File: config.mk
export PLATFORM = sky130hd
export DESIGN_NAME = arb_counter_bank
export DESIGN_NICKNAME = d
export VERILOG_FILES = /design/src/rtl/phy_types_pkg.sv /design/src/rtl/arb_counter_cell.sv /design/src/rtl/arb_counter_bank.sv
export SDC_FILE = /design/constraint.sdc
export NUM_CORES = 1
export LEC_CHECK = 0
export CELL_PAD_IN_SITES_DETAIL_PLACEMENT = 1
export CELL_PAD_IN_SITES_GLOBAL_PLACEMENT = 1
export CORE_MARGIN = 2
export CORE_UTILIZATION = 34
export CTS_CLUSTER_SIZE = 8
export DETAILED_ROUTE_END_ITERATION = 16
export GPL_TIMING_DRIVEN = 0
export PLACE_DENSITY_LB_ADDON = 0.1
export SLEW_MARGIN = 20
export SYNTH_ARGS = -nofsm -noshare
export SYNTH_HDL_FRONTEND = slang
export SYNTH_SLANG_ARGS = --single-unit
File: constraint.sdc
create_clock -name CLK -period 2 [get_ports CLK]
set_input_delay 0.4 -clock CLK [delete_from_list [all_inputs] [get_ports CLK]]
set_output_delay 0.4 -clock CLK [all_outputs]
set_load 0.005 [all_outputs]
File: src/rtl/phy_types_pkg.sv
// Shared types for the 8b/10b PHY blocks.
package phy_types_pkg;

    typedef enum logic {
        CNT_WRAP = 1'b0,
        CNT_SAT  = 1'b1
    } cnt_mode_t;

endpackage

File: src/rtl/arb_counter_cell.sv
// One counter channel: count and sticky flags with clear > load > en/dec priority.
module arb_counter_cell
    import phy_types_pkg::*;
#(
    parameter int               NBITS   = 4,
    parameter logic [NBITS-1:0] RST_VAL = '0
) (
    input  logic              CLK,
    input  logic              RST,
    input  cnt_mode_t         sat,
    input  logic              en,
    input  logic              dec,
    input  logic              clear,
    input  logic              load,
    input  logic [NBITS-1:0]  load_val,
    output logic [NBITS-1:0]  count,
    output logic              overflow,
    output logic              underflow
);
    localparam logic [NBITS-1:0] MAX_CNT = '1;

    always_ff @(posedge CLK) begin
        if (RST || clear) begin
            count     <= RST_VAL;
            overflow  <= 1'b0;
            underflow <= 1'b0;
        end else if (load) begin
            count     <= load_val;
            overflow  <= 1'b0;
            underflow <= 1'b0;
        end else if (en && !dec) begin
            // At the top the flag fires; the count wraps or holds by mode.
            if (count == MAX_CNT) begin
                overflow <= 1'b1;
                if (sat == CNT_WRAP)
                    count <= '0;
            end else begin
                count <= count + NBITS'(1);
            end
        end else if (dec && !en) begin
            if (count == '0) begin
                underflow <= 1'b1;
                if (sat == CNT_WRAP)
                    count <= MAX_CNT;
            end else begin
                count <= count - NBITS'(1);
            end
        end
    end
endmodule

File: src/rtl/arb_counter_bank.sv
// Bank of independent up/down counters with shared threshold compare.
module arb_counter_bank
    import phy_types_pkg::*;
#(
    parameter int NCH     = 4,
    parameter int NBITS   = 4,
    parameter int RST_VAL = 0
) (
    input  logic                       CLK,
    input  logic                       RST,
    input  cnt_mode_t                  sat,
    input  logic [NCH-1:0]             en,
    input  logic [NCH-1:0]             dec,
    input  logic [NCH-1:0]             clear,
    input  logic [NCH-1:0]             load,
    input  logic [NCH-1:0][NBITS-1:0]  load_val,
    input  logic [NBITS-1:0]           threshold,
    output logic [NCH-1:0][NBITS-1:0]  count,
    output logic [NCH-1:0]             overflow,
    output logic [NCH-1:0]             underflow,
    output logic [NCH-1:0]             at_thresh,
    output logic                       any_ovf
);
    localparam logic [NBITS-1:0] RST_CNT = NBITS'(RST_VAL);

    for (genvar i = 0; i < NCH; i++) begin : g_ch
        arb_counter_cell #(
            .NBITS   (NBITS),
            .RST_VAL (RST_CNT)
        ) u_cell (
            .CLK       (CLK),
            .RST       (RST),
            .sat       (sat),
            .en        (en[i]),
            .dec       (dec[i]),
            .clear     (clear[i]),
            .load      (load[i]),
            .load_val  (load_val[i]),
            .count     (count[i]),
            .overflow  (overflow[i]),
            .underflow (underflow[i])
        );

        assign at_thresh[i] = (count[i] >= threshold);
    end

    assign any_ovf = |overflow;
endmodule
# Word-level counts from Yosys, hierarchy flattened
# Index checks and enable logic that the tools add are counted.
# word_totals
ff_bits,24
input_bits,39
elab_cells,107
# op_classes
addsub,8
magnitude_cmp,4
eq_ne,12
muxes,22
bitwise,4
reduce_logical,45
# ops
op,count
$mux W4,22
$reduce_and A3 Y1,8
$add A4 B1 Y4 const B,4
$eq A4 B4 Y1 const B,4
$ge A4 B4 Y1,4
$logic_not A4 Y1,4
$ne A4 B3 Y1 const B,4
$ne A4 B4 Y1 const B,4
$sub A4 B1 Y4 const B,4
$reduce_bool A3 Y1,4
$logic_and A1 B1 Y1,8
$logic_not A1 Y1,8
$reduce_and A2 Y1,4
$reduce_or A2 Y1,4
$logic_or A1 B1 Y1,4
$not A1 Y1,4
$reduce_or A4 Y1,1

# Longest topological paths before layout
# logic_depth
word_depth,5
ltp_mapped,7
depth_no_buf,7

# By module
# From an unflattened synthesis, not the netlist that was laid out.
# hier_totals
cells_unflattened,287
hier_area_um2,2581.2
# by_module_without_submodules
module,n_inst,cells_per_inst,area_per_inst_um2
arb_counter_cell (g_ch[0].u_cell ...),3,60,534.3
arb_counter_cell (g_ch[3].u_cell),1,63,524.3
arb_counter_bank,1,44,454.2

# Worst setup path after synthesis
# OpenSTA, ideal clock, no wires.
# synth_path
kind,register to register
startpoint,register g_ch[0].u_cell.count[0]
endpoint,register g_ch[0].u_cell.count[0]
setup_time_ns,0.074
t_arrival_ns,1.721
required_ns,1.926
setup_slack_ns,0.205
path_stages_with_launch,8
path_buffers,0
cell_sequence,dfxtp_1 -> inv_1 -> ha_1 -> nor3b_1 -> a21boi_0 -> o21ai_2 -> mux2_2 -> o21ai_0
# synth_via
elab_chain_cells,5
word_cells_on_any_way,12
cone_classes,add/sub (2); eq/ne (3); mux (5); reduce/logical (2)
# synth_rtl
element,line_no,rtl
start: declaration,arb_counter_cell.sv:16,"output logic [NBITS-1:0] count,"
start signal: assignment,arb_counter_cell.sv:28,count <= load_val;
start signal: assignment,arb_counter_cell.sv:38,count <= count + NBITS'(1);
start signal: assignment,arb_counter_cell.sv:46,count <= count - NBITS'(1);
$sub A4 B1 Y4 or $logic_not A4 Y1 (tied branches),"arb_counter_cell.sv:46, arb_counter_cell.sv:41",
$mux W4,arb_counter_cell.sv:41,if (count == '0) begin
$mux W4,arb_counter_cell.sv:40,end else if (dec && !en) begin
$mux W4,arb_counter_cell.sv:31,end else if (en && !dec) begin
$mux W4,arb_counter_cell.sv:27,end else if (load) begin
# Parallel ways exist; a longest one is shown, timed or not. The select of a mux whose other input is x is not followed.
# A chain may end at the register's enable or synchronous reset.

# Worst setup path in the final report
# layout_path
startpoint,register g_ch[0].u_cell.count[0]
endpoint,output port at_thresh[0]
# layout_via
elab_chain_cells,1
# layout_rtl
element,line_no,rtl
$ge A4 B4 Y1,arb_counter_bank.sv:44,assign at_thresh[i] = (count[i] >= threshold);
end: declaration,arb_counter_bank.sv:21,"output logic [NCH-1:0] at_thresh,"
# No other way between the ends.

==> impl_summary.txt <==
----------------------------------------------------
[CTS]
  CTS Hold Bufs ... 0
  Number of buffers inserted during clock tree synthesis ... 3
  Clock-pin slew of the registers on the worst-case setup and hold paths ... about 90 ps
  Maximum number of buffers from clock root to sink ... 2
  TritonCTS clock tree ... yes
  Root buf cell ... sky130_fd_sc_hd__clkbuf_8
  Clock net sink count ... 24
  Clock insertion delay at the later pin of the skew report ... around 270 ps
  H-Tree Depth ... 1

[Logic synthesis]
  Prevailing post-synth register cell ... sky130_fd_sc_hd__dfxtp_1
  Fraction of synthesized area in multiplexers ... 0.01839
  Synth Instances ... 280
  Number of distinct standard cells referenced by the synthesized netlist ... just over 60
  Largest family of logic cells by synthesized area ... compound AO/OA/AOI/OAI gates
  Proportion of register bits with asynchronous set or reset after synthesis ... 0
  Seq/Total Area, Yosys ... 0.2140
  Simple logic cell fraction of the synthesized area ... 0.2453
  Share of the synthesized netlist area taken by xor and xnor gates ... 0.03122
  Post-Syn Area ... between 0.002 and 0.0025 mm^2
  Compound-gate portion of the synthesized area ... 0.2670
  Number of enable flip-flop cells after synthesis ... 0
  Ys Warns ... 0
  Post-Synthesis Mean Instance Area ... between 8 and 9 um^2
  Number of storage elements in the synthesis netlist ... 24
  Nets in the synthesized netlist ... between 300 and 400
  Fraction of the mapped netlist area in adder cells ... 0.1338

[Route]
  Routed via count ... roughly 2300
  1st-pass router iterations ... 4
  Remaining DRCs ... 0
  Total routed wirelength ... around 6.8 mm
  Detailed-route wire length per cell ... 15.79 um
  Final ANT Viol Nets ... 0
  Number of design-rule violations left by the first detailed-router iteration ... 36
  DR vias/cell ... 5.333

[Worst setup path]
  Flop2flop setup slack ... ~90 ps
  Capture point of the worst reg-to-reg path ... g_ch[3].u_cell.count[3]
  Nature of the critical path startpoint ... register
  Max stage delay on crit path ... 360 ps
  Master of the slowest instance on the critical path ... sky130_fd_sc_hd__dfxtp_4
  Required time at the worst-slack endpoint ... 1600 ps
  Ordered cell list for the critical path ... inv_4 -> ha_4 -> nand2b_4 -> a21oi_2 -> nor2b_1 -> o21ai_1 -> nand2b_1 -> buf_2
  Cell class contributing the biggest share of worst-path delay ... flip-flops
  CP Max Fanout ... 5
  Data arrival at the endpoint of the critical path ... around 1600 ps
  Worst setup path category ... register to output port
  Critical path capture point type ... output port
  Buffering stage count on the worst path with inverters included ... 2
  Startpoint of the most critical register-to-register path ... g_ch[3].u_cell.count[0]
  Number of cell instances on the worst register-to-register path ... 7

[Pwr]
  Leakage power ... around 1.3 nW
  Psw ... 0.4588 mW
  Internal power ... around 0.97 mW
  Clock share of power ... 0.244
  Peak ir drop on the vdd network ... between 0.2 and 0.3 mV
  Logic gate share of total power ... 0.386
  Switching part of the total ... 0.3211
  Power per Cell Area ... about 440 mW/mm^2
  Sequential Power Share ... 0.370

[Floorplan]
  Die H ... approximately 85 um
  I/O pin cnt ... 68
  Overall die area ... between 0.007 and 0.008 mm^2
  Initial core utilization ... 0.3535
  Placeable core region ... ~0.0063 mm^2
  Die X ... ~85 um
  Number of placement rows ... 29

[STA]
  RSZ-0062 raised after global routing ... true
  Period utilisation layout ... 0.9932
  Final worst setup slack ... 13.66 ps
  Number of hold violations in the final report ... 0
  Fmax ... about 500 MHz
  Remaining max-slew budget at the tightest pin ... 0.6577
  Transition at the pin with the smallest max-transition slack ... 512.4 ps
  Post-Route Hold Slack ... 513.2 ps
  Final setup vio count ... 0
  Final Critical Period ... 1986 ps
  TNS Setup ... 0 ps
  Setup skew after layout ... 1.467 ps
  Final Max Tran Viols ... 0

[Flow run]
  Max Cap Viol ... 0

[Global routing]
  Vias in the first global route ... roughly 2200
  Wire length of the first global-routing pass ... around 11 mm
  Pin count of the biggest net entering global routing ... 14
  GRT Total Usage ... 0.1810
  GRT Residual Overflow ... 0
  Number of antenna violations at the first check in global routing ... 0

[Placement]
  Number of port buffers ... 67
  Post-Place Worst Slack ... -758.8 ps
  Hpwl dp ... between 5 and 6 mm
  Final weighted congestion in routability-driven placement ... around 0.8

[Hold path]
  Hold Crit Class ... register to register
  Hold endpoint ... g_ch[0].u_cell.underflow
  Worst Hold Launch ... g_ch[0].u_cell.underflow
  Depth of the worst hold-timing path ... 2

[Finish]
  ANT cells ... 0
  Net count reported at finish ... 420
  Layout overhead on the synthesized area ... 45.32%
  Fraction of layout cells with a size suffix above 1 ... 0.2051

[Outcome]
  Run status ... completed

----------------------------------------------------
[worst reg2reg max path: stages, from the launching register on]
cell and delay, ps:
sky130_fd_sc_hd__dfxtp_4 370, sky130_fd_sc_hd__buf_4 140, sky130_fd_sc_hd__ha_1 250, sky130_fd_sc_hd__nand2_1 80, sky130_fd_sc_hd__o21a_1 210, sky130_fd_sc_hd__or3_4 400
sky130_fd_sc_hd__a21boi_1 140, sky130_fd_sc_hd__o221a_1 230
[sequential cells by signal, summed over array words and instances, names as in the netlist]
register,count
g_ch.u_cell.underflow,4
g_ch.u_cell.count,16
g_ch.u_cell.overflow,4
[layout by cell type (no fill, tap or decap), drive strengths merged, types with 5 or more instances in the layout]
cell type      Yosys  final
nand3              5      5
dfxtp             24     24
nor2b             11     11
o21a               5      5
nand2b            15     15
o21ai             17     17
buf               14     23
nor2              23     23
clkdlybuf4s50      0     59
a211oi             7      7
nor3               7      7
clkbuf             2      7
ha                24     24
a21oi             23     23
nand2              8      8
xnor2              5      5
inv               22     22
a31oi              6      6
o22ai              5      5
nor3b              5      5
[synth_stat cells (all sizes together) (5+ instances only)]
cell type	n	area [um^2]
a31oi	6	43.79
nor2	23	86.33
nor2b	11	68.82
inv	22	82.58
nand3	5	25.02
ha	24	300.3
o22ai	5	31.28
xnor2	5	43.79
nand2	8	30.03
nor3	7	40.04
o21a	5	37.54
a211oi	7	52.55
o21ai	17	88.84
nand2b	15	93.84
dfxtp	24	480.5
buf	14	111.4
a21oi	23	115.1
nor3b	5	42.54
[timing repair]
item | in CTS | in global routing
resized for setup | 53 | 18
setup endpoints to repair | 7 | 9
setup buffers | 4 | 1
pin swaps | 4 | 9
[power groups by stage]
stage / clock [mW] / sequential (mW) / combinational (mW)
after floorplan: 0 / 0.536 / 0.277
after global placement: 0 / 0.545 / 0.480
after detailed placement: 0 / 0.545 / 0.492
after CTS: 0.361 / 0.528 / 0.523
after global routing: 0.374 / 0.533 / 0.607
final: 0.349 / 0.528 / 0.552
[layout make-up]
class	count	area (um^2)
Tap cell	77	96.34
Multi-Input combinational cell	218	1713
Sequential cell	24	504.2
Buffer	16	122.6
Clock buffer	4	55.05
Fill cell	756	3088
Inverter	22	90.09
Timing Repair Buffer	72	680.7
[per-stage QoR]
stage | power, mW | instances | utilization | area (um^2)
3_3_place_gp | 1.025 | 424 | 0.4743 | 3012
2_1_floorplan | 0.8131 | 280 | - | 2245
3_5_place_dp | 1.036 | 424 | 0.4743 | 3012
4_1_cts | 1.412 | 432 | 0.4966 | 3153
6_report | 1.429 | 433 | 0.5137 | 3262
5_1_grt | 1.514 | 433 | 0.5137 | 3262
[routing by layer]
layer / routed length (um) / GRT usage / up-vias
li1: - / - / 1168
met1: 3293 / 0.2463 / 1084
met2: 3216 / 0.3104 / 52
met3: 268 / 0.01654 / 5
met4: 58 / 0.03896 / 0
met5: 0 / 0 / -
[worst max-delay path by stage]
stage | from | end | slack [ps] | cells past startpoint
CTS | g_ch[0].u_cell.count[0] | at_thresh[0] | -30 | 8
global route | g_ch[0].u_cell.count[0] | at_thresh[0] | -40 | 8
detailed placement | threshold[0] | at_thresh[0] | -760 | 8
finish | g_ch[0].u_cell.count[0] | at_thresh[0] | 10 | 8
global placement | threshold[0] | at_thresh[0] | -710 | 8
floorplan | g_ch[0].u_cell.count[0] | g_ch[0].u_cell.count[0] | 200 | 7
[cells by family (layout without fill, tap and decap cells)]
kind of cell    count (synthesis)  in the layout
compound gates                 87             87
xor+xnor                        8              8
fa+ha+maj                      24             24
buf+inv                        38            114
flops                          24             24
mux                             4              4
simple gates                   95             95
Note: power is estimated with default switching activity, not from simulation.
